### config.mk
export PLATFORM = sky130hd
export DESIGN_NAME = uart_tx_buffered
export DESIGN_NICKNAME = d
export VERILOG_FILES = /design/src/rtl/uart_tx_buffered_pkg.sv /design/src/rtl/uart_tx_fifo.sv /design/src/rtl/uart_tx_buffered.sv
export SDC_FILE = /design/constraint.sdc
export NUM_CORES = 1
export LEC_CHECK = 0
export ABC_AREA = 1
export CAP_MARGIN = 30
export CORE_ASPECT_RATIO = 0.8
export CORE_MARGIN = 2
export CORE_UTILIZATION = 45
export DETAILED_ROUTE_END_ITERATION = 12
export SKIP_LAST_GASP = 1
export SLEW_MARGIN = 5
export SYNTH_ARGS = -nofsm -noshare
export SYNTH_HDL_FRONTEND = slang
export SYNTH_SLANG_ARGS = --single-unit
export TNS_END_PERCENT = 30
### constraint.sdc
create_clock -name clock -period 2.21 [get_ports clock]
set_input_delay 0.663 -clock clock [delete_from_list [all_inputs] [get_ports clock]]
set_output_delay 0.663 -clock clock [all_outputs]
set_load 0.05 [all_outputs]
### src/rtl/uart_tx_buffered_pkg.sv
// Shared UART frame definitions: FSM state encodings and data-frame constants,
// common to the transmitter and the matching receiver.
package uart_tx_buffered_pkg;

  typedef enum logic [2:0] {
    IDLE      = 3'b000,
    START_BIT = 3'b001,
    DATA_BITS = 3'b010,
    STOP_BIT  = 3'b011,
    CLEANUP   = 3'b100
  } tx_state_e;

  localparam int NUM_DATA_BITS = 8;
  localparam int IDX_W         = $clog2(NUM_DATA_BITS);

  typedef logic [NUM_DATA_BITS-1:0] byte_t;

endpackage

### src/rtl/uart_tx_fifo.sv
// Byte FIFO feeding the UART transmitter; rdata shows the head entry combinationally.
// Flags decode from the registered count; a push while full is dropped even if a pop coincides.
module uart_tx_fifo
  import uart_tx_buffered_pkg::*;
#(
  parameter int FIFO_DEPTH = 4
) (
  input  logic  clock,
  input  logic  reset,
  input  logic  push,
  input  logic  pop,
  input  byte_t wdata,
  output byte_t rdata,
  output logic  full,
  output logic  empty
);

  localparam int PTR_W = $clog2(FIFO_DEPTH);
  localparam int CNT_W = PTR_W + 1;
  localparam logic [CNT_W-1:0] DEPTH_C = CNT_W'(FIFO_DEPTH);

  byte_t            mem_q [FIFO_DEPTH];
  logic [PTR_W-1:0] wr_ptr_q, wr_ptr_d;
  logic [PTR_W-1:0] rd_ptr_q, rd_ptr_d;
  logic [CNT_W-1:0] count_q, count_d;
  logic             do_push, do_pop;

  assign full    = (count_q == DEPTH_C);
  assign empty   = (count_q == '0);
  assign do_push = push && !full;
  assign do_pop  = pop && !empty;
  assign rdata   = mem_q[rd_ptr_q];

  always_comb begin
    wr_ptr_d = wr_ptr_q;
    rd_ptr_d = rd_ptr_q;
    count_d  = count_q;
    // Pointers wrap naturally because the depth is a power of two.
    if (do_push) wr_ptr_d = wr_ptr_q + 1'b1;
    if (do_pop)  rd_ptr_d = rd_ptr_q + 1'b1;
    case ({do_push, do_pop})
      2'b10:   count_d = count_q + 1'b1;
      2'b01:   count_d = count_q - 1'b1;
      default: count_d = count_q;
    endcase
  end

  always_ff @(posedge clock or posedge reset) begin
    if (reset) begin
      wr_ptr_q <= '0;
      rd_ptr_q <= '0;
      count_q  <= '0;
    end else begin
      wr_ptr_q <= wr_ptr_d;
      rd_ptr_q <= rd_ptr_d;
      count_q  <= count_d;
    end
  end

  always_ff @(posedge clock) begin
    if (do_push) mem_q[wr_ptr_q] <= wdata;
  end

endmodule

### src/rtl/uart_tx_buffered.sv
// Buffered UART transmitter (8N1): first start bit appears two cycles after a byte is accepted,
// frames repeat every 10*CLOCKS_PER_BIT+2 cycles; ready drops only when the input FIFO is full.
module uart_tx_buffered
  import uart_tx_buffered_pkg::*;
#(
  parameter int CLOCKS_PER_BIT = 87,
  parameter int FIFO_DEPTH     = 4
) (
  input  logic       clock,
  input  logic       reset,
  input  logic       send,
  input  logic [7:0] data_to_send,
  output logic       ready,
  output logic       outgoing_bit,
  output logic       is_transmitting,
  output logic       done
);

  localparam int CNT_W = $clog2(CLOCKS_PER_BIT);
  localparam logic [CNT_W-1:0] CNT_LAST = CNT_W'(CLOCKS_PER_BIT - 1);
  localparam logic [IDX_W-1:0] IDX_LAST = IDX_W'(NUM_DATA_BITS - 1);

  tx_state_e        state_q, state_d;
  logic [CNT_W-1:0] cnt_q, cnt_d;
  logic [IDX_W-1:0] idx_q, idx_d;
  byte_t            shift_q, shift_d;
  logic             line_q, line_d;
  logic             fifo_pop, fifo_full, fifo_empty;
  byte_t            fifo_rdata;

  uart_tx_fifo #(.FIFO_DEPTH(FIFO_DEPTH)) u_fifo (
    .clock (clock),
    .reset (reset),
    .push  (send),
    .pop   (fifo_pop),
    .wdata (data_to_send),
    .rdata (fifo_rdata),
    .full  (fifo_full),
    .empty (fifo_empty)
  );

  always_comb begin
    state_d  = state_q;
    cnt_d    = cnt_q;
    idx_d    = idx_q;
    shift_d  = shift_q;
    fifo_pop = 1'b0;
    line_d   = 1'b1;
    case (state_q)
      IDLE: begin
        cnt_d = '0;
        idx_d = '0;
        if (!fifo_empty) begin
          fifo_pop = 1'b1;
          shift_d  = fifo_rdata;
          state_d  = START_BIT;
        end
      end
      START_BIT: begin
        if (cnt_q == CNT_LAST) begin
          cnt_d   = '0;
          idx_d   = '0;
          state_d = DATA_BITS;
        end else begin
          cnt_d = cnt_q + 1'b1;
        end
      end
      DATA_BITS: begin
        if (cnt_q == CNT_LAST) begin
          cnt_d = '0;
          if (idx_q == IDX_LAST) state_d = STOP_BIT;
          else                   idx_d   = idx_q + 1'b1;
        end else begin
          cnt_d = cnt_q + 1'b1;
        end
      end
      STOP_BIT: begin
        if (cnt_q == CNT_LAST) begin
          cnt_d   = '0;
          state_d = CLEANUP;
        end else begin
          cnt_d = cnt_q + 1'b1;
        end
      end
      CLEANUP: state_d = IDLE;
      default: state_d = IDLE;
    endcase

    // The line is registered, so its next value follows the next state.
    case (state_d)
      START_BIT: line_d = 1'b0;
      DATA_BITS: line_d = shift_d[idx_d];
      default:   line_d = 1'b1;
    endcase
  end

  always_ff @(posedge clock or posedge reset) begin
    if (reset) begin
      state_q <= IDLE;
      cnt_q   <= '0;
      idx_q   <= '0;
      shift_q <= '0;
      line_q  <= 1'b1;
    end else begin
      state_q <= state_d;
      cnt_q   <= cnt_d;
      idx_q   <= idx_d;
      shift_q <= shift_d;
      line_q  <= line_d;
    end
  end

  assign ready           = !fifo_full;
  assign outgoing_bit    = line_q;
  assign is_transmitting = (state_q == START_BIT) || (state_q == DATA_BITS) || (state_q == STOP_BIT);
  assign done            = (state_q == CLEANUP);

endmodule
==> results.toml, run 1 <==
[drt]
drt_iter0_markers = 154
drtPass1Iterations = 4
vias = 1995
routedWlPerCell_microns = 12.2
wirelength_mm = 5.15
drc_errors = 0
postRouteAntennaNets = 0
vias_per_cell = 4.73

[timing]
max_freq_mhz = 500
period_needed_ns = 2.00
drv_slew = 0
relSlewSlack_pct = 74.1
final.period_utilization_pct = 90.5
hold_viol = 0
fin_skew_ns = 0.00882
setup_viol = 0
tns_ns = 0
worstMarginPinSlew_ns = 0.389
timing.final.ws_setup_ns = 0.210
rsz0062_at_grt = "no"

[layout]
nFillCells = 575
final_cell_mix = "46 x nand2_1, 45 x inv_1, 38 x nor2_1"
layout_commonest_cell = "nand2_1"
drive_gt1_share_pct = 15.4
fin_nets = 353
area_growth_pct = 16.0
antenna_cells = 0

[outcome]
status = "finished clean"

[clock_network]
clk_latency_ns = 0.32
ctsHoldBuffers = 0
clock_sinks = 61
post_cts_resized = 0
path_clk_slew_ns = 0.07
cts_buffers = 9
post_cts_buffers = 0
cts_tree = "done"
cts.htree.levels = 3
clockBufferDepth = 2
ctsRootBufferMaster = "clkbuf_8"

[synth]
syn_nets = 323
synth_ff_type = "edfxtp_1"
ys_types = 32
syn_area_sq_mm = 0.00296
syn_avg_cell_area_sq_um = 9.77
ys_seq_area_share_pct = 57.0
synth-async-reset-ratio_pct = 47.5
synth-seq-cells = 61
synth_cells = 303
synth_edf_count = 32
yosys_warnings = 0

[power]
power_density_mw_per_mm2 = 804
irDropWorstVdd_uv = 514
p_leak_uw = 0.00154

[global_route]
grt_usage_pct = 15.8
grt_max_degree = 30
antenna_found_initial = 0
overflow = 0
first_global_vias = 1840
grt_pass1_wl_mm = 8.60

[place]
pre_cts_slack_ns = -0.0314
gp_congestion = 0.744
io_buffers = 14
dpl.hpwl_mm = 3.56

[worst_setup_path]
cp_data_required_time_ns = 1.55
crit_path_max_fanout = 7
cp-start-kind = "flop"
worstSetupEndpointType = "primary output"
crit_arrival_ns = 1.34
critical_path_class = "reg2out"

[run]
max-cap-violations = 0

[worst_hold_path]
hold_path_class = "reg2reg"

[floorplan]
die_w_microns = 94.7
core_sq_mm = 0.00638
die_height_microns = 76.6
row_count = 26
start_util_pct = 46.4
fp.dieArea_sq_mm = 0.00725
pin_count = 15
-- cell families after synthesis --
group / count (synthesis) / share of synthesized area [%]
xor gates and xnor gates: 7 / 2.07
DFF: 61 / 57.0
and+or+nand+nor: 131 / 21.7
adders and majority gates: 9 / 4.06
AOI/OAI and AO/OA: 36 / 6.46
buffers and inverters: 59 / 8.74
-- sequential cells by signal, indices dropped and copies added (netlist names) --
signal / flops
u_fifo.rd_ptr_q: 2
shift_q: 8
u_fifo.wr_ptr_q: 2
idx_q: 3
cnt_q: 7
outgoing_bit: 1
u_fifo.count_q: 3
state_q: 3
u_fifo.mem_q: 32
-- final cells by class --
cell class	count	area [sq um]	share of cell area (%)
Clock buffer	11	131	3.83
Clock inverter	5	51.3	1.49
Inverter	53	201	5.87
Multi-Input combinational cell	183	1020	29.7
Sequential cell	61	1690	49.1
Tap cell	84	105	3.06
Timing Repair Buffer	25	238	6.92
-- worst max-delay path, stage by stage (launching register included) --
cell     delay, ns
dfrtp_1       0.40
buf_4         0.18
nor2_1        0.26
buf_12        0.18
-- routing by layer --
layer | GRT usage, % | routed length [microns] | vias to the layer above
met5 | 0 | 0 | -
met4 | 5.51 | 45 | 0
met3 | 5.93 | 192 | 4
met2 | 22.6 | 2180 | 32
met1 | 22.1 | 2730 | 921
li1 | - | - | 1038
-- metrics by stage --
| stage | area [sq um] | util (%) | cells | total power, uW | hold WS, ns |
|---|---|---|---|---|---|
| floorplan | 2970 | - | 303 | 1720 | 0.446 |
| global placement | 3250 | 51.0 | 406 | 1870 | 0.465 |
| detailed placement | 3250 | 51.0 | 406 | 1880 | 0.467 |
| CTS | 3430 | 53.9 | 422 | 2800 | 0.481 |
| global route | 3430 | 53.9 | 422 | 2940 | 0.502 |
| finish | 3430 | 53.9 | 422 | 2760 | 0.479 |
-- path summary, 6_finish.rpt --
kind                                endpoint  slack [ns]  depth (start not counted)         startpoint
max                          is_transmitting        0.21                          3         state_q[2]
min                        u_fifo.count_q[0]        0.48                          1  u_fifo.count_q[0]
max reg2reg                u_fifo.count_q[2]        0.25                          9         state_q[1]
min reg2reg                u_fifo.count_q[0]        0.48                          1  u_fifo.count_q[0]
max in group asynchronous       outgoing_bit        1.17                          3              reset
min in group asynchronous           cnt_q[1]        0.72                          3              reset
-- power breakdown --
part	internal (uW)	leakage (uW)	switching, uW	total [uW]
clock network	514	0.0000907	398	912
logic	154	0.000808	270	424
registers	1370	0.000644	49.7	1420
-- Yosys cell counts, types with 2 or more instances --
cell type | instances | area share [%]
nand3_2 | 2 | 0.68
clkinv_1 | 3 | 0.38
nand2_2 | 3 | 0.63
nor3_1 | 3 | 0.51
nor2_4 | 2 | 0.76
nand3_1 | 27 | 4.6
inv_2 | 4 | 0.51
inv_1 | 45 | 5.7
a21oi_1 | 6 | 1.0
nand2_4 | 3 | 1.1
o22ai_1 | 3 | 0.63
xnor2_1 | 2 | 0.59
o21ai_1 | 5 | 0.84
nor2_1 | 38 | 4.8
edfxtp_1 | 32 | 32
ha_1 | 8 | 3.4
o21ai_0 | 20 | 3.4
nand2_1 | 46 | 5.8
nand3_4 | 3 | 1.8
buf_6 | 4 | 1.5
nor2_2 | 2 | 0.42
dfrtp_1 | 28 | 24
xor2_1 | 5 | 1.5
(Power assumes the default switching activity.)
==> run 2: changes to the inputs <==
CORE_UTILIZATION = 30   (was 45)
==> run 2 against run 1 <==
Compared with the run above: maximum frequency shrank 1.3%; setup slack worse by 0.027 ns; combinational power grew 2%; first-iteration DRC count shrank 18%; critical path type unchanged; largest cell class unchanged; largest power group unchanged.
==> results.toml, run 2 (synthesized netlist as in run 1, its figures left out) <==
[layout]
layout_commonest_cell = "nand2_1"
top_register = "u_fifo.mem_q"
final-seq-area_sq_mm = 0.00169
drive_gt1_share_pct = 15.5
nFillCells = 941
largest_register_ffs = 32
reg_top3 = "u_fifo.mem_q x32, shift_q x8, cnt_q x7"
area_growth_pct = 20.7
fin_nets = 352
postLayoutCellArea_sq_mm = 0.00357
final_core_util_pct = 37.2
antenna_cells = 0
final_cell_mix = "46 x nand2_1, 45 x inv_1, 38 x nor2_1"
multi_input_area_sq_mm = 0.00102

[power]
p_leak_uw = 0.00158
combPwrFrac_pct = 13.7
pwr-share-seq_pct = 45.2
clkPwrFrac_pct = 41.1
irDropWorstVdd_uv = 405
sw_frac_of_total_pct = 24.7
p_int_uw = 2390
power_density_mw_per_mm2 = 886
netSwitchingPower_uw = 781

[floorplan]
core_sq_mm = 0.00961
die_w_microns = 115
row_count = 32
pin_count = 15
fp.dieArea_sq_mm = 0.0107
start_util_pct = 30.8
die_height_microns = 92.9

[clock_network]
cts_buffers = 9
cts.htree.levels = 3
clk_latency_ns = 0.32
path_clk_slew_ns = 0.05
cts_tree = "done"
post_cts_buffers = 0
clock_sinks = 61
ctsHoldBuffers = 0
ctsRootBufferMaster = "clkbuf_16"
clockBufferDepth = 2
post_cts_resized = 1

[worst_setup_path]
cp_data_required_time_ns = 1.55
crit_arrival_ns = 1.36
rrSetupSlack_ns = 0.19
rr_endpoint = "u_fifo.count_q[2]"
crit_path_max_fanout = 8
ff2ff_path_depth = 9
critical_path_class = "reg2out"
r2r-start = "state_q[1]"
cp-start-kind = "flop"
worstSetupEndpointType = "primary output"

[global_route]
antenna_found_initial = 0
grt_pass1_wl_mm = 9.20
grt_usage_pct = 11.2
first_global_vias = 2019
grt_max_degree = 30
overflow = 0

[run]
max-cap-violations = 0

[drt]
vias_per_cell = 4.47
routedWlPerCell_microns = 12.1
vias = 2036
drtPass1Iterations = 4
wirelength_mm = 5.49
drc_errors = 0
postRouteAntennaNets = 0
drt_iter0_markers = 127

[place]
gp_congestion = 0.699
io_buffers = 14
place_area_sq_mm = 0.00329
dpl.hpwl_mm = 3.93

[timing]
final.period_utilization_pct = 91.7
relSlewSlack_pct = 74.5
period_needed_ns = 2.03
tns_ns = 0
setup_viol = 0
drv_slew = 0
fin_skew_ns = 0.00494
worstMarginPinSlew_ns = 0.382
rsz0062_at_grt = "no"
hold_viol = 0
max_freq_mhz = 493

[worst_hold_path]
hold_depth = 1
hold_path_class = "reg2reg"
min_from = "u_fifo.count_q[0]"
hold_end = "u_fifo.count_q[0]"

[outcome]
status = "finished clean"
[run 2: cell count changes in the layout (fill, tap and decap cells not counted)]
cell / before / now
buf_4: 13 / 12
clkbuf_1: 2 / 0
clkbuf_16: 0 / 9
clkbuf_8: 9 / 0
clkinv_1: 4 / 5
nor3_1: 3 / 2
nor3_2: 1 / 2
[run 2: worst max-delay path by stage]
stage / startpoint / endpoint / depth (start not counted)
after global routing: state_q[1] / u_fifo.count_q[2] / 9
after global placement: send / u_fifo.count_q[2] / 8
after floorplan: state_q[2] / done / 3
after detailed placement: send / u_fifo.count_q[2] / 8
after CTS: state_q[2] / done / 3
final: state_q[2] / done / 3
[run 2: final cells by class]
class	instances	area share (%)
flip-flops and latches	61	47.2
multi-input cells	183	28.7
repair buffers	24	6.44
clock buffers	9	6.30
inverters	53	5.64
well taps	119	4.17
clock inverters	6	1.54
[run 2: stage by stage]
stage	hold WS (ns)	total power [uW]	worst slack, ns	instances
6_report	0.478	3170	0.184	455
5_1_grt	0.503	3330	0.0189	455
4_1_cts	0.484	3210	0.150	455
3_5_place_dp	0.472	1890	-0.0946	440
3_3_place_gp	0.464	1860	-0.0203	440
2_1_floorplan	0.446	1720	-0.00280	303
[run 2: layer usage]
metal | vias up | GRT usage [%] | wire length (microns)
li1 | 1042 | - | -
met1 | 947 | 14.9 | 2770
met2 | 37 | 16.9 | 2450
met3 | 10 | 1.96 | 143
met4 | 0 | 6.83 | 126
met5 | - | 0 | 0
[run 2: power groups by stage]
stage	Sequential, uW	Clock, uW	Combinational [uW]
global placement	1450	0	416
CTS	1430	1330	442
finish	1430	1300	433
floorplan	1440	0	280
detailed placement	1450	0	439
global route	1450	1380	500
[run 2: critical path, cell delays in order, from the launching register on]
cell and delay, ns:
dfrtp_1 0.52, inv_4 0.12, nor3_2 0.23, buf_12 0.18
==> run 3: changes to the inputs <==
CORE_UTILIZATION = 55   (was 30)
PLACE_DENSITY = 0.74   (was not set)
==> run 3 against run 2 <==
Compared with the run above: combinational power decreased by 2%; count of clock-buffer cells in the layout rose by 3; setup slack improved by 0.0080 ns; critical endpoint is now u_fifo.count_q[2]; clock power fell by 38%; critical path depth increased by 6; largest cell class unchanged; maximum frequency grew 0.39%; sequential cell count did not move; first-iteration DRC count increased by 15%; die area fell by 44%; design area fell by 5.3%.
==> results.toml, run 3 (synthesized netlist as in run 1, its figures left out) <==
[worst_setup_path]
rrSetupSlack_ns = 0.19
crit_slowest_cell = "dfrtp_1"
r2r-start = "state_q[1]"
slowest_delay_ns = 0.45
ff2ff_path_depth = 9
cp_data_required_time_ns = 2.42
crit_path_max_fanout = 7
crit_buf_inv = 2
worstSetupEndpointType = "flop"
critical_path_class = "reg2reg"
worstPathCellList = "nor2_2 -> nand3_4 -> clkinv_1 -> ha_1 -> inv_1 -> fa_1 -> a21oi_1 -> o21ai_0 -> xor2_1"
crit_arrival_ns = 2.22
rr_endpoint = "u_fifo.count_q[2]"
cp-start-kind = "flop"
cp_top_family = "adder cells"

[floorplan]
die_w_microns = 86.0
fp.dieArea_sq_mm = 0.00599
core_sq_mm = 0.00509
pin_count = 15
die_height_microns = 69.6
start_util_pct = 58.1
row_count = 23

[clock_network]
path_clk_slew_ns = 0.06
post_cts_buffers = 0
clk_latency_ns = 0.33
post_cts_resized = 0
clockBufferDepth = 2
cts_tree = "done"
ctsHoldBuffers = 0
clock_sinks = 61
cts.htree.levels = 3
ctsRootBufferMaster = "clkbuf_8"
cts_buffers = 9

[global_route]
grt_pass1_wl_mm = 9.03
grt_usage_pct = 20.1
first_global_vias = 1984
grt_max_degree = 30
overflow = 0
antenna_found_initial = 0

[timing]
fin_skew_ns = 0.00287
drv_slew = 0
timing.final.ws_setup_ns = 0.192
setup_viol = 0
worstMarginPinSlew_ns = 0.361
relSlewSlack_pct = 75.9
hold_viol = 0
rsz0062_at_grt = "no"
holdWs_ns = 0.478
final.period_utilization_pct = 91.3
period_needed_ns = 2.02
max_freq_mhz = 495

[layout]
multi_input_area_sq_mm = 0.00102
fin_cells = 399
largest_register_ffs = 32
area_growth_pct = 14.2
nFillCells = 410
drive_gt1_share_pct = 15.1
reg_top3 = "u_fifo.mem_q x32, shift_q x8, cnt_q x7"
final-seq-area_sq_mm = 0.00169
fin_nets = 353
top_register = "u_fifo.mem_q"
layout_commonest_cell = "nand2_1"
final_cell_mix = "46 x nand2_1, 45 x inv_1, 38 x nor2_1"
antenna_cells = 0

[place]
pre_cts_slack_ns = -0.0476
dpl.hpwl_mm = 3.72
gp_congestion = 0.808
io_buffers = 14
place_inst = 384

[drt]
routedWlPerCell_microns = 13.1
vias_per_cell = 5.08
wirelength_mm = 5.24
postRouteAntennaNets = 0
drtPass1Iterations = 4
drt_iter0_markers = 146
drc_errors = 0
vias = 2025

[power]
p_leak_uw = 0.00154
power_density_mw_per_mm2 = 787
irDropWorstVdd_uv = 603

[outcome]
status = "finished clean"

[worst_hold_path]
min_from = "u_fifo.count_q[0]"
hold_end = "u_fifo.count_q[0]"
hold_depth = 1
hold_path_class = "reg2reg"

[run]
max-cap-violations = 0
## run 3: cell count changes in the layout (fill, tap and decap cells not counted)
| cell | change |
|---|---|
| clkbuf_1 | +2 |
| clkbuf_8 | +10 |
| clkinv_1 | -1 |
| bufinv_16 | -1 |
| nor3_2 | -1 |
| nor3_1 | +1 |
| clkbuf_16 | -9 |
| clkinvlp_4 | -1 |
| buf_4 | +1 |
## run 3: per-stage QoR
| stage | power (uW) | setup TNS [ns] | area [sq um] | utilization (%) |
|---|---|---|---|---|
| 6_report | 2660 | 0 | 3380 | 66.4 |
| 4_1_cts | 2700 | 0 | 3380 | 66.4 |
| 3_5_place_dp | 1880 | -0.0476 | 3220 | 63.3 |
| 2_1_floorplan | 1720 | -0.00280 | 2970 | - |
| 3_3_place_gp | 1860 | -0.00260 | 3220 | 63.3 |
| 5_1_grt | 2810 | 0 | 3380 | 66.4 |
## run 3: routing by layer
layer | vias to the layer above | global-route usage, % | part of all wire (%)
li1 | 1040 | - | -
met1 | 937 | 26.8 | 48
met2 | 35 | 30.0 | 46
met3 | 13 | 6.55 | 3.5
met4 | 0 | 8.64 | 2.3
met5 | - | 0 | 0
## run 3: worst register-to-register path, delay by kind of cell (launching register included)
family,cells,cell delay [ns]
compound gates,2,0.29
xor+xnor,1,0.16
fa+ha+maj,2,0.54
buf+inv,2,0.16
flops,1,0.45
simple gates,2,0.31
## run 3: power by group
| group | switching (uW) | internal (uW) |
|---|---|---|
| combinational | 270 | 154 |
| sequential | 55.4 | 1380 |
| clock | 385 | 424 |
## run 3: how the worst max path moves through the flow
stage / cells past startpoint / start / slack, ns / end
floorplan: 3 / state_q[2] / -0.003 / done
global placement: 8 / send / -0.003 / u_fifo.count_q[2]
detailed placement: 8 / send / -0.05 / u_fifo.count_q[2]
CTS: 3 / state_q[2] / 0.19 / is_transmitting
global route: 9 / state_q[1] / 0.06 / u_fifo.count_q[2]
finish: 9 / state_q[1] / 0.19 / u_fifo.count_q[2]
## run 3: cell type report
type,instances,share of cell area (%)
clock buffers,12,4.29
clock inverters,3,0.407
inverters,53,5.95
multi-input cells,183,30.1
flip-flops and latches,61,49.9
well taps,62,2.29
repair buffers,25,7.03
==> patch 1 (settings of run 3) <==
`FIFO_DEPTH` is set to 4 in 2 places; all go to 8.
--- a/src/rtl/uart_tx_fifo.sv
+++ b/src/rtl/uart_tx_fifo.sv
@@ -3,7 +3,7 @@
 module uart_tx_fifo
   import uart_tx_buffered_pkg::*;
 #(
-  parameter int FIFO_DEPTH = 4
+  parameter int FIFO_DEPTH = 8
 ) (
   input  logic  clock,
   input  logic  reset,
--- a/src/rtl/uart_tx_buffered.sv
+++ b/src/rtl/uart_tx_buffered.sv
@@ -4,7 +4,7 @@
   import uart_tx_buffered_pkg::*;
 #(
   parameter int CLOCKS_PER_BIT = 87,
-  parameter int FIFO_DEPTH     = 4
+  parameter int FIFO_DEPTH     = 8
 ) (
   input  logic       clock,
   input  logic       reset,
Behaviour: not the same (Yosys sat finds a counterexample within 10 cycles, from zero or initial values and one cycle with reset high).
==> patch 1 against run 3 <==
  * Final area increased by 49%
  * Fmax shrank 1.9%
  * Power increased by 110%
  * Critical path depth is 2 higher
  * Area after synthesis grew 52%
  * Sequential cell count is 35 higher
  * Non-clock buffer count grew 8
  * Worst setup slack worse by 0.038 ns
  * Combinational power rose to 4.9 times the old value
  * Sequential share of layout area up 4.2 points
  * Core utilization shrank 3.1 points
  * Final cell count rose by 49%
  * Wire length increased by 62%
  * Largest cell class unchanged
==> patch 1: results (changes against run 3) <==
Global route:
- The pin count of the biggest net entering global routing is 35 (+17%).
- The all-layer global routing usage was 20.8% (+0.77 points).
- The met1 routing resource usage after global routing came to 30.6% (+3.8 points).
- The global-route met2 utilization was 31.3% (+1.4 points).
- The wire length of the first global-routing pass came to 14100 um (+56%).
- The met3 layer usage reported by global route was 5.22% (-1.3 points).
- The number of global-route vias before repair is 2813 (+42%).

Cells and area:
- The final net count is 502 (+42%).
- The largest registers in the layout are u_fifo.mem_q: 64 flops, shift_q: 8 flops, cnt_q: 7 flops.

Logic synthesis:
- The number of flops mapped to enable cells by yosys is 64 (+100%).
- The mean instance size in the synthesized netlist came to 9.98 sq um (+2.1%).
- Ranked by total cell area, the synthesized netlist is headed by sky130_fd_sc_hd__edfxtp_1 43%, sky130_fd_sc_hd__dfrtp_1 17%, sky130_fd_sc_hd__nand2_1 13%.
- The post-synthesis net count is 471 (+46%).
- Ranked by instance count, the synthesized netlist is headed by 153 x sky130_fd_sc_hd__nand2_1, 64 x sky130_fd_sc_hd__edfxtp_1, 41 x sky130_fd_sc_hd__inv_1.
- The count of cell types in the netlist came to 36 (+13%).
- The adder and majority cell fraction of the synthesized area was 2.67% (-1.4 points).
- The area fraction in compound gates after synthesis came to 3.03% (-3.4 points).
- The share of async-settable or async-resettable flops after synthesis is 33.3% (-14 points).

Pwr:
- The leakage power is 2.20 nW (+43%).
- The highest ir drop seen on vdd is 768 uV (+27%).
- The areal power density over the cells is 1140 nW/um^2 (+44%).
- The power consumed by sequential cells came to 2.59 mW (+81%).
- The part of the total power dissipated in the clock network is 18.4% (-12 points).

Critical path:
- The depth of the worst register-to-register path came to 12 (+3).
- The source of the critical timing path is send.
- The data arrival time of the critical path is 2.30 ns (+0.08 ns).
- In this run the worst setup path terminates at u_fifo.count_q[3].
- The standard cell with the maximum stage delay on the critical path is sky130_fd_sc_hd__clkdlybuf4s50_1.

Drt:
- The starting DRC count in detailed routing was 229 (+57%).
- The total number of vias was 3028 (+50%).
- The length of routed met2 wiring is 3760 um (+57%).
- The final wirelength is 8490 um (+62%).
- The routed metal-1 wire length was 4080 um (+61%).
- The per-cell via count in the routed design is 5.09 (+0.27%).

Place:
- The placement-stage cell area is 4850 sq um (+50%).
- The placed wire-length estimate after detailed placement is 5990 um (+61%).
- The weighted congestion reported at the end of routability-driven placement is 0.876 (+8.5%).
- The minimum setup slack after placement was -0.205 ns (-0.158 ns).
- The placed cell count was 579 (+51%).

Status:
- The flow ran to the end, and the final reports show no timing, DRC or antenna violations.

Clocking:
- The register clock-pin slew on the reported worst setup and hold paths came to 0.08 ns (+0.02 ns).

STA:
- The worst clock skew on the final layout is 0.00760 ns (+0.00473 ns).
- The slew of the pin with the lowest slew margin is 0.412 ns (+0.0510 ns).
- The setup slack after layout is 0.153 ns (-0.0383 ns).
patch 1: changes by cell type after synthesis, moves of 8 or more:
| cell | run 3 | this run |
|---|---|---|
| sky130_fd_sc_hd__nand2_1 | 46 | 153 |
| sky130_fd_sc_hd__edfxtp_1 | 32 | 64 |
| sky130_fd_sc_hd__nand2_2 | 3 | 11 |
| sky130_fd_sc_hd__nor2_1 | 38 | 24 |
| sky130_fd_sc_hd__nand3_1 | 27 | 38 |
| sky130_fd_sc_hd__o21ai_0 | 20 | 8 |
patch 1: kinds of logic after synthesis:
kind of cell             count (synthesis)
AND/OR/NAND/NOR                        246
XOR/XNOR                                11
buffers and inverters                   66
flip-flops                              96
adder cells (fa/ha/maj)                  9
AO/OA/AOI/OAI                           23
patch 1: area by class of cell:
class | count | area [sq um]
Inverter | 53 | 204
Sequential cell | 96 | 2720
Clock inverter | 5 | 47.5
Multi-Input combinational cell | 289 | 1490
Clock buffer | 11 | 131
Timing Repair Buffer | 33 | 298
Fill cell | 642 | 2910
Tap cell | 108 | 135
==> patch 2 (settings of run 3) <==
Without the edit above. Make the reset (`reset`) synchronous in 2 clocked blocks.
--- a/src/rtl/uart_tx_fifo.sv
+++ b/src/rtl/uart_tx_fifo.sv
@@ -45,7 +45,7 @@
     endcase
   end
 
-  always_ff @(posedge clock or posedge reset) begin
+  always_ff @(posedge clock) begin
     if (reset) begin
       wr_ptr_q <= '0;
       rd_ptr_q <= '0;
--- a/src/rtl/uart_tx_buffered.sv
+++ b/src/rtl/uart_tx_buffered.sv
@@ -94,7 +94,7 @@
     endcase
   end
 
-  always_ff @(posedge clock or posedge reset) begin
+  always_ff @(posedge clock) begin
     if (reset) begin
       state_q <= IDLE;
       cnt_q   <= '0;
Function: differs if reset is asserted again (counterexample within 4 cycles, from zero or initial values and one cycle with reset high); with reset held inactive, the same outputs for 10 cycles.
==> patch 2 against run 3 <==
  * Die area down 1.1%
  * Worst setup slack worse by 0.074 ns
  * Synthesized cell count up 7.6%
  * Sequential cell count up 2
  * Area after synthesis down 1.2%
  * Fmax down 3.5%
  * Via count up 7.3%
  * Final area up 0.63%
  * Wire length up 2.8%
  * Worst hold slack worse by 0.011 ns
  * Clock skew up 0.0058 ns
Power is not compared: it rests on default switching activity, and its combinational part moved more than twofold at a synthesized area within 25%.
==> patch 2: results (changes against run 3) <==
Clocking:
- The number of buffers inserted by post-CTS setup repair is 0 (unchanged).
- The maximum level of the CTS H-tree is 3 (unchanged).
- The buffer depth of the longest clock path is 2 (unchanged).
- The library cell used as clock root buffer is sky130_fd_sc_hd__clkbuf_8.

Drt:
- The final wirelength is 5390 um (+2.8%).
- The total number of vias is 2173 (+7.3%).
- The starting DRC count in detailed routing came to 128 (-12%).

Status:
- The run finished with clean final reports.

Logic synthesis:
- In the post-synthesis netlist, the biggest area contributors are sky130_fd_sc_hd__edfxtp_1 33%, sky130_fd_sc_hd__dfxtp_1 21%, sky130_fd_sc_hd__nand2_1 9.4%.
- The number of flops mapped to enable cells by yosys was 32 (unchanged).
- The sequential-to-total area share from yosys stat is 54.0% (-3.0 points).
- The count of cell types in the netlist was 31 (-3.1%).
- The mean instance size in the synthesized netlist was 8.98 sq um (-8.2%).
- The commonest cells after synthesis are 73 x sky130_fd_sc_hd__nand2_1, 36 x sky130_fd_sc_hd__inv_1, 32 x sky130_fd_sc_hd__edfxtp_1, 32 x sky130_fd_sc_hd__nand3_1, 31 x sky130_fd_sc_hd__dfxtp_1.
- The post-synthesis net count is 346 (+7.1%).
- The share of async-settable or async-resettable flops after synthesis was 0% (-48 points).

Global route:
- The met1 routing resource usage after global routing is 27.5% (+0.65 points).
- The wire length of the first global-routing pass is 9000 um (-0.31%).
- The met3 layer usage reported by global route was 7.26% (+0.71 points).
- The number of global-route vias before repair is 2011 (+1.4%).
- The global-route met2 utilization came to 28.0% (-1.9 points).
- The pin count of the biggest net entering global routing was 17 (-43%).
- The initial antenna violation count is 0 (unchanged).
- The all-layer global routing usage is 19.5% (-0.52 points).

Place:
- The minimum setup slack after placement is -0.0889 ns (-0.0413 ns).
- The placed cell count came to 404 (+5.2%).
- The placed wire-length estimate after detailed placement is 3780 um (+1.6%).
- The weighted congestion reported at the end of routability-driven placement is 0.781 (-3.3%).

Critical path:
- The critical path's largest stage delay is 0.79 ns (+0.34 ns).
- The standard cell with the maximum stage delay on the critical path is sky130_fd_sc_hd__clkdlybuf4s50_1.
- The maximum fanout along the worst path is 1 (-6).
- The kind of cell with the highest combined delay along the critical path is buffers and inverters.
- The data arrival time of the critical path is 1.43 ns (-0.79 ns).

STA:
- The normalized max-slew margin is 67.5% (-8.4 points).
- The worst clock skew on the final layout came to 0.00864 ns (+0.00576 ns).

Cells and area:
- The number of filler instances in the final layout came to 416 (+1.5%).
- The final net count is 373 (+5.7%).
- The number of cells in the finished layout apart from fillers was 420 (+5.3%).
- The share of final-layout standard cells stronger than drive strength 1 is 17.0% (+1.9 points).

Pwr:
- IR analysis of the VDD net gives a maximum drop of ~750 uV.
- The switching power of the nets is 1.45 mW.
==> patch 2: cell types whose count changed after synthesis, sizes merged, moves of 5 or more <==
cell	before	now
a21oi	6	19
dfrtp	28	0
nor2	42	30
inv	50	40
nand2	52	84
nand3	32	37
o21ai	25	19
dfxtp	0	31
==> patch 2: timing repair <==
item / CTS / global route
resized for setup: 0 / 1
endpoints found under the setup margin: 0 / 1
endpoints found under the hold margin: 0 / 0
==> patch 2: cell families after synthesis <==
logic type / Yosys count / synth area share, %
xor gates and xnor gates: 1 / 0.299
AOI/OAI and AO/OA: 45 / 8.68
and+or+nand+nor: 160 / 26.2
buffers and inverters: 48 / 6.71
DFF: 63 / 54.0
adders and majority gates: 9 / 4.10
==> patch 2: path summary, 6_finish.rpt <==
kind	slack, ns	from	depth (start not counted)	end
max	0.12	outgoing_bit	1	outgoing_bit
min	0.47	u_fifo.rd_ptr_q[1]	2	flop
max reg2reg	0.28	state_q[0]	10	u_fifo.count_q[2]
min reg2reg	0.47	u_fifo.rd_ptr_q[1]	2	flop
==> patch 2: final cells by class <==
type                       instances  share of cell area [%]
timing repair buffer              24                    6.84
tap                               62                    2.28
sequential                        63                    46.5
multi-input combinational        215                    33.9
clock buffer                      10                    4.04
clock inverter                     6                    2.06
inverter                          40                    4.41
==> patch 2: metrics by stage <==
step,setup TNS [ns],instance area (sq um)
6_report,0,3400
5_1_grt,0,3400
4_1_cts,0,3400
3_5_place_dp,-0.0889,3200
3_3_place_gp,-0.0528,3200
2_1_floorplan,-0.0330,2930
==> patch 2: layer usage <==
metal	wire length [um]	up-vias
met2	2410	54
met4	40	0
met3	335	6
met5	0	-
met1	2600	981
li1	-	1132
==> patch 2: power by group through the flow <==
stage | clock, mW | combinational, mW | sequential (mW)
6_report | 1.01 | 1.40 | 1.52
5_1_grt | 1.09 | 1.57 | 1.54
3_3_place_gp | 0 | 1.36 | 1.54
3_5_place_dp | 0 | 1.40 | 1.55
2_1_floorplan | 0 | 1.03 | 1.55
4_1_cts | 1.03 | 1.41 | 1.52
